File: src/rtl/mcpu_pkg.sv
// Shared opcode encodings and arbiter FSM states for the MCPU ALU block.
package mcpu_pkg;

  localparam logic [1:0] OP_AND = 2'b00;
  localparam logic [1:0] OP_OR  = 2'b01;
  localparam logic [1:0] OP_XOR = 2'b10;
  localparam logic [1:0] OP_ADD = 2'b11;

  typedef enum logic [1:0] {
    IDLE = 2'b00,
    EXEC = 2'b01,
    RESP = 2'b10
  } state_t;

endpackage

File: src/rtl/mcpu_alu.sv
// Combinational MCPU ALU: AND/OR/XOR/unsigned ADD with carry-out.
// Zero latency; no handshake.
module mcpu_alu
  import mcpu_pkg::*;
#(
  parameter int CMD_SIZE  = 2,
  parameter int WORD_SIZE = 2
) (
  input  logic [CMD_SIZE-1:0]  opcode,
  input  logic [WORD_SIZE-1:0] r1,
  input  logic [WORD_SIZE-1:0] r2,
  output logic [WORD_SIZE-1:0] out,
  output logic                 overflow
);

  always_comb begin
    out      = '0;
    overflow = 1'b0;
    case (opcode)
      OP_AND: out = r1 & r2;
      OP_OR:  out = r1 | r2;
      OP_XOR: out = r1 ^ r2;
      OP_ADD: {overflow, out} = {1'b0, r1} + {1'b0, r2};
    endcase
  end

endmodule

File: src/rtl/mcpu_rr_pick.sv
// Two-way round-robin pick: a lone valid always wins, a tie goes to the pointer side.
// Combinational, one-hot (or zero) result.
module mcpu_rr_pick (
  input  logic [1:0] valid,
  input  logic       ptr,
  output logic [1:0] pick
);

  always_comb begin
    pick = valid;
    if (valid == 2'b11) pick = ptr ? 2'b10 : 2'b01;
  end

endmodule

File: src/rtl/mcpu_alu_arbiter.sv
// Arbitrates two valid/ready requesters onto one ALU; 3 cycles min per op, result held until taken.
// Optional saturating grant/overflow counters when MCPU_ALU_ARB_STATS_EN is defined.
module mcpu_alu_arbiter
  import mcpu_pkg::*;
#(
  parameter int CMD_SIZE  = 2,
  parameter int WORD_SIZE = 2
) (
  input  logic                 clk,
  input  logic                 rst_n,
  input  logic                 req0_valid,
  output logic                 req0_ready,
  input  logic [CMD_SIZE-1:0]  req0_opcode,
  input  logic [WORD_SIZE-1:0] req0_r1,
  input  logic [WORD_SIZE-1:0] req0_r2,
  input  logic                 req1_valid,
  output logic                 req1_ready,
  input  logic [CMD_SIZE-1:0]  req1_opcode,
  input  logic [WORD_SIZE-1:0] req1_r1,
  input  logic [WORD_SIZE-1:0] req1_r2,
  output logic                 rsp0_valid,
  input  logic                 rsp0_ready,
  output logic                 rsp1_valid,
  input  logic                 rsp1_ready,
  output logic [WORD_SIZE-1:0] rsp_out,
  output logic                 rsp_ovf,
  output logic                 busy
`ifdef MCPU_ALU_ARB_STATS_EN
  ,
  output logic [15:0]          gnt0_cnt,
  output logic [15:0]          gnt1_cnt,
  output logic [15:0]          ovf_cnt
`endif
);

  state_t               state, state_nxt;
  logic                 ptr;
  logic                 gnt_id;
  logic [CMD_SIZE-1:0]  op_q;
  logic [WORD_SIZE-1:0] r1_q, r2_q;
  logic [1:0]           pick, req_ready;
  logic                 accept, rsp_take;
  logic [WORD_SIZE-1:0] alu_out;
  logic                 alu_ovf;

  mcpu_rr_pick u_pick (
    .valid ({req1_valid, req0_valid}),
    .ptr   (ptr),
    .pick  (pick)
  );

  mcpu_alu #(.CMD_SIZE(CMD_SIZE), .WORD_SIZE(WORD_SIZE)) u_alu (
    .opcode   (op_q),
    .r1       (r1_q),
    .r2       (r2_q),
    .out      (alu_out),
    .overflow (alu_ovf)
  );

  always_ff @(posedge clk or negedge rst_n) begin
    if (!rst_n) state <= IDLE;
    else        state <= state_nxt;
  end

  always_comb begin
    state_nxt = state;
    req_ready = 2'b00;
    accept    = 1'b0;
    rsp_take  = 1'b0;
    case (state)
      IDLE: begin
        // Ready is masked while reset is held so nothing looks accepted.
        req_ready = pick & {2{rst_n}};
        if (|pick) begin
          accept    = 1'b1;
          state_nxt = EXEC;
        end
      end
      EXEC: state_nxt = RESP;
      RESP: begin
        if (gnt_id ? rsp1_ready : rsp0_ready) begin
          rsp_take  = 1'b1;
          state_nxt = IDLE;
        end
      end
      default: state_nxt = IDLE;
    endcase
  end

  assign req0_ready = req_ready[0];
  assign req1_ready = req_ready[1];
  assign rsp0_valid = (state == RESP) && !gnt_id;
  assign rsp1_valid = (state == RESP) &&  gnt_id;
  assign busy       = (state != IDLE);

  always_ff @(posedge clk or negedge rst_n) begin
    if (!rst_n) begin
      ptr     <= 1'b0;
      gnt_id  <= 1'b0;
      op_q    <= '0;
      r1_q    <= '0;
      r2_q    <= '0;
      rsp_out <= '0;
      rsp_ovf <= 1'b0;
    end else begin
      if (accept) begin
        gnt_id <= pick[1];
        op_q   <= pick[1] ? req1_opcode : req0_opcode;
        r1_q   <= pick[1] ? req1_r1     : req0_r1;
        r2_q   <= pick[1] ? req1_r2     : req0_r2;
      end
      if (state == EXEC) begin
        rsp_out <= alu_out;
        rsp_ovf <= (op_q == OP_ADD) && alu_ovf;
      end
      if (rsp_take) ptr <= ~gnt_id;
    end
  end

`ifdef MCPU_ALU_ARB_STATS_EN
  always_ff @(posedge clk or negedge rst_n) begin
    if (!rst_n) begin
      gnt0_cnt <= '0;
      gnt1_cnt <= '0;
      ovf_cnt  <= '0;
    end else begin
      if (accept && !pick[1] && gnt0_cnt != 16'hFFFF) gnt0_cnt <= gnt0_cnt + 16'd1;
      if (accept &&  pick[1] && gnt1_cnt != 16'hFFFF) gnt1_cnt <= gnt1_cnt + 16'd1;
      if (state == EXEC && op_q == OP_ADD && alu_ovf && ovf_cnt != 16'hFFFF)
        ovf_cnt <= ovf_cnt + 16'd1;
    end
  end
`endif

endmodule

File: config.mk
export PLATFORM = sky130hd
export DESIGN_NAME = mcpu_alu_arbiter
export DESIGN_NICKNAME = d
export VERILOG_FILES = /design/src/rtl/mcpu_pkg.sv /design/src/rtl/mcpu_alu.sv /design/src/rtl/mcpu_rr_pick.sv /design/src/rtl/mcpu_alu_arbiter.sv
export SDC_FILE = /design/constraint.sdc
export NUM_CORES = 1
export LEC_CHECK = 0
export BUFFER_PORTS_ARGS = -buffer_cell sky130_fd_sc_hd__buf_2
export CAP_MARGIN = 10
export CELL_PAD_IN_SITES_DETAIL_PLACEMENT = 1
export CELL_PAD_IN_SITES_GLOBAL_PLACEMENT = 1
export CORE_UTILIZATION = 32
export CTS_CLUSTER_SIZE = 40
export DETAILED_ROUTE_END_ITERATION = 16
export PLACE_DENSITY_LB_ADDON = 0.1
export REMOVE_ABC_BUFFERS = 1
export SLEW_MARGIN = 20
export SYNTH_ARGS = -nofsm -noshare
export SYNTH_HDL_FRONTEND = slang
export SYNTH_SLANG_ARGS = --single-unit
File: constraint.sdc
create_clock -name clk -period 2 [get_ports clk]
set_clock_uncertainty 0.15 [all_clocks]
set_input_delay 0.1 -clock clk [delete_from_list [all_inputs] [get_ports clk]]
set_output_delay 0.1 -clock clk [all_outputs]
set_load 0.01 [all_outputs]
Word-level counts from Yosys, hierarchy flattened
Cells that the tools add are included.
W data, S select, Z words.
{"block": "totals", "input_bits": 18, "reg_bits": 13, "wordCells": 47, "output_inout_bits": 8}
{"block": "classes", "bitwise_logic": 5, "n_mux": 16, "reduce_logical": 9, "eq_ne": 8, "n_addsub": 1}
{"op": "$mux W2", "count": 8}
{"op": "$eq A2 B2 Y1 const B", "count": 4}
{"op": "$pmux W2 S4", "count": 1}
{"op": "$mux W1", "count": 6}
{"op": "$pmux W2 S3", "count": 1}
{"op": "$and A2 B2 Y2", "count": 2}
{"op": "$eq A2 B1 Y1 const B", "count": 2}
{"op": "$logic_not A2 Y1", "count": 2}
{"op": "$ne A2 B2 Y1 const B", "count": 2}
{"op": "$add A2 B2 Y3", "count": 1}
{"op": "$logic_and A1 B1 Y1", "count": 3}
{"op": "$or A2 B2 Y2", "count": 1}
{"op": "$reduce_and A2 Y1", "count": 1}
{"op": "$reduce_bool A2 Y1", "count": 1}
{"op": "$reduce_or A2 Y1", "count": 1}
{"op": "$xor A2 B2 Y2", "count": 1}
{"op": "$logic_not A1 Y1", "count": 1}
{"op": "$not A1 Y1", "count": 1}

Depth between registers and ports, before layout
{"block": "depth", "ltp_word": 5, "mapped_depth": 5, "mapped_depth_nobuf": 5}

Cells and area by module
A second synthesis with hierarchy kept.
{"block": "unflattened", "hier_cells": 70, "area_unflattened_um2": 817.0}
{"module": "mcpu_alu_arbiter", "area_per_inst_um2": 653.1, "cells_each": 51, "instances": 1, "seq_area_each_um2": 325.3}
{"module": "mcpu_alu", "area_per_inst_um2": 145.1, "cells_each": 16, "instances": 1, "seq_area_each_um2": 0.0}
{"module": "mcpu_rr_pick", "area_per_inst_um2": 18.8, "cells_each": 3, "instances": 1, "seq_area_each_um2": 0.0}

Worst setup path after synthesis
Ideal clock, no wire load.
{"block": "synth_timing", "path_type": "reg-to-reg", "startpoint": "register r1_q[0]", "endpoint": "register rsp_out[1]", "t_arrival_ns": 1.705, "stages_incl_launch_ff": 5, "required_time_ns": 1.725, "path_buffers": 0, "synth_period_minus_slack_ns": 1.980, "setup_ns": 0.125, "slack_ns": 0.020, "path_cell_list": "dfrtp_1 > ha_1 > fa_1 > mux4_2 > mux2_2"}
{"block": "synth_between", "elab_chain_cells": 2}
{"item": "start: declaration", "line": "mcpu_alu_arbiter.sv:40", "source": "logic [WORD_SIZE-1:0] r1_q, r2_q;"}
{"item": "start signal: assignment", "line": "mcpu_alu_arbiter.sv:109", "source": "r1_q <= pick[1] ? req1_r1 : req0_r1;"}
{"item": "$add A2 B2 Y3", "line": "mcpu_alu.sv:23", "source": "OP_ADD: {overflow, out} = {1'b0, r1} + {1'b0, r2};"}
{"item": "$pmux W2 S4", "line": "mcpu_alu.sv:19", "source": "case (opcode)"}
{"item": "end signal: assignment", "line": "mcpu_alu_arbiter.sv:113", "source": "rsp_out <= alu_out;"}
{"item": "end: declaration", "line": "mcpu_alu_arbiter.sv:25", "source": "output logic [WORD_SIZE-1:0] rsp_out,"}
Every way passes these cells.
A chain may end at the register's enable or synchronous reset.

Worst setup path after layout
{"block": "layout_timing", "startpoint": "register r2_q[0]", "endpoint": "register rsp_out[1]"}
{"block": "layout_between", "elab_chain_cells": 2}
{"item": "start: declaration", "line": "mcpu_alu_arbiter.sv:40"}
{"item": "start signal: assignment", "line": "mcpu_alu_arbiter.sv:110", "source": "r2_q <= pick[1] ? req1_r2 : req0_r2;"}
{"item": "$add A2 B2 Y3", "line": "mcpu_alu.sv:23"}
{"item": "$pmux W2 S4", "line": "mcpu_alu.sv:19"}
Every way passes these cells.

==> impl_metrics.yaml <==
timing:
  setup_viol: 1
  period_share: 1.01
  worst_slack_ns: -0.0141
  drv_slew: 0
  worstMarginPinSlew_ns: 0.303
  layout_min_cycle_time_ns: 2.01
  fmax_mhz: 497
  max-slew-margin-rel: 0.798
  rsz0062_at_grt: "yes"
  hold_viol_final: 0
power:
  p_clk_frac: 0.104
  peakVddDrop_mv: 0.547
  switching_share: 0.400
  intPower_w: 0.000943
  power.density_nw_per_um2: 1400
  p_sw_w: 0.000628
  power.total_w: 0.00157
  seqPwrFrac: 0.344
  p_leak_nw: 0.534
  combPwrFrac: 0.551
flow_run:
  drv_cap: 0
yosys:
  avgSynthCellArea_um2: 9.01
  synth_area_leaders: "dfrtp_1, ha_1, a31oi_1, a21oi_1, nand3_1"
  synth_top_area_frac: 0.420
  syn-cell-area_um2: 774
  synth_cell_type_count: 26
  ys_seq_area_frac: 0.420
  yosys_register_bits: 13
  ys.flop_type: "dfrtp_1"
  async_reset_ff_frac: 1.00
  yosys_warnings: 0
  synth-edff-count: 0
  syn_inst: 86
  synth.largest_area_cell: "dfrtp_1"
grt:
  grt-ovfl-total: 0
  grt_pass1_wl_mm: 3.42
  grt_use_total: 0.178
  antenna_found_initial: 0
  grt_start_max_net_pins: 15
  grt_pass1_vias: 795
clock_tree:
  htreeDepth: 1
  clockBufferDepth: 2
  cts_made_buffers: 3
  clk_latency_ns: 0.27
  path_clk_slew_ns: 0.08
  cts_sinks: 13
  cts_tree: "built"
  cts_root_buffer: "clkbuf_4"
die:
  fp.dieW_um: 51.2
  dieArea_um2: 2620
  die-height_um: 51.2
  boundaryPins: 26
  core_um2: 2250
  rows: 17
  start_util: 0.344
route:
  wl_per_cell_um: 12.9
  antenna_left: 0
  first_iter_violations: 2
  routed_wl_mm: 2.04
  via_per_inst: 4.90
  first_pass_iters: 4
  vias: 774
  post-route-drc-count: 0
layout:
  synthToLayoutAreaGrowth_pct: 44.9
  nets: 154
  drive_gt1_frac: 0.300
  num_antenna_cells: 0
  final_core_util: 0.498
  stdcell_count: 158
  finalInstanceArea_um2: 1120
critical_path:
  end_kind: "flip-flop"
  crit_path_top_delay_cell: "mux4_2"
  critPathMaxStageDelay_ns: 0.47
  worst-path-buf-inv: 0
  path_class: "flip-flop to flip-flop"
  cp.required_ns: 2.01
  cp_cell_sequence: "ha_2, fa_1, mux4_2, mux2_2"
  critPathMaxFanout: 2
  cp.arrival_ns: 2.03
  cp-start-kind: "flip-flop"
  crit_family: "multiplexers"
status:
  violations: "negative setup slack"
  status: "finished, violations left"
place:
  gp_congestion: 0.778
  place_area_um2: 941
  io_buffers: 25
  dp.cells: 139
  dp_hpwl_mm: 1.47
  pre_cts_slack_ns: -0.0457
hold_path:
  hp-class: "input port to flip-flop"
## through the flow
step	hold slack (ns)	setup TNS, ns
after floorplan	-0.346	0
after global placement	-0.146	0
after detailed placement	-0.147	-0.0457
after CTS	0.00217	-0.0208
after global routing	0.0372	-0.0641
final	0.000161	-0.0141
## per-layer routing
metal / part of all wire / track usage / routed length [um]
met2: 0.52 / 0.338 / 1070
met4: 0.014 / 0.0694 / 29
met3: 0.028 / 0.0268 / 58
met5: 0 / 0 / 0
met1: 0.43 / 0.193 / 884
## synthesized netlist by cell type (3+ instances only)
| cell | instances |
|---|---|
| a21oi_1 | 7 |
| a31oi_1 | 7 |
| dfrtp_1 | 13 |
| ha_1 | 4 |
| inv_1 | 9 |
| nand2_1 | 3 |
| nand2b_1 | 3 |
| nand3_1 | 7 |
| nor2_1 | 3 |
| nor2b_1 | 3 |
| o21ai_0 | 7 |
| o21ai_1 | 5 |
## cell families (layout without fill, tap and decap cells)
kind of cell / Yosys count / after routing / share of synthesized area
compound gates: 29 / 29 / 0.208
fa+ha+maj: 5 / 5 / 0.0905
buf+inv: 12 / 56 / 0.0598
flops: 13 / 13 / 0.420
mux: 2 / 2 / 0.0436
simple gates: 25 / 25 / 0.178
## layout by cell type (no fill, tap or decap), types with 2 or more instances in the layout
master / netlist / routed
o21ai_0: 7 / 7
clkbuf_4: 0 / 3
nand2b_1: 3 / 3
nor2b_1: 3 / 2
nor2_1: 3 / 3
nand2_1: 3 / 3
buf_2: 1 / 25
dfrtp_1: 13 / 13
nand3_1: 7 / 7
inv_1: 9 / 9
dlygate4sd3_1: 0 / 13
a21oi_1: 7 / 7
o21ai_1: 5 / 5
nor2_4: 1 / 2
a31oi_1: 7 / 7
buf_4: 0 / 4
ha_1: 4 / 3
o31ai_1: 2 / 2
## power groups by stage
stage          combinational [W]  clock (W)  sequential [W]
5_1_grt                 0.000986   0.000180        0.000567
2_1_floorplan           0.000459          0        0.000526
3_3_place_gp            0.000678          0        0.000531
6_report                0.000866   0.000164        0.000541
3_5_place_dp            0.000699          0        0.000546
4_1_cts                 0.000821   0.000170        0.000543
## cell type report
| type | instances | area [um2] |
|---|---|---|
| inverter | 10 | 37.5 |
| fill | 293 | 1130 |
| tap | 28 | 35.0 |
| multi-input combinational | 61 | 413 |
| timing repair buffer | 42 | 285 |
| clock buffer | 4 | 26.3 |
| sequential | 13 | 325 |
## tightest hold or removal path, stage by stage
cell,delay [ns]
buf_2,0.10
inv_1,0.06
o21ai_1,0.06
o21ai_0,0.07
## timing repair
| action | in CTS | in global routing |
|---|---|---|
| gates resized for setup | 1 | 2 |
| hold buffers | 13 | 0 |
| endpoints found under the hold margin | 19 | 0 |
| pin swaps | 1 | 1 |
| setup buffers | 0 | 2 |
| endpoints found under the setup margin | 1 | 7 |
## flip-flops by register name, indices dropped and copies added (netlist names)
signal	count
r2_q	2
rsp_out	2
op_q	2
state	2
gnt_id	1
ptr	1
r1_q	2
rsp_ovf	1
## final timing paths
path,cells past startpoint,from,slack (ns),end
max in group asynchronous,2,rst_n,1.39,r1_q[0]$_DFFE_PN0P_
min in group asynchronous,2,rst_n,0.08,rsp_out[0]$_DFFE_PN0N_
worst min register to register,2,rsp_ovf$_DFFE_PN0N_,0.34,rsp_ovf$_DFFE_PN0N_
worst max-delay path,4,r2_q[0]$_DFFE_PN0P_,-0.01,rsp_out[1]$_DFFE_PN0N_
worst min-delay path,4,rsp1_ready,0.0002,ptr$_DFFE_PN0P_
worst max register to register,4,r2_q[0]$_DFFE_PN0P_,-0.01,rsp_out[1]$_DFFE_PN0N_
Note: power is estimated with default switching activity, not from simulation.
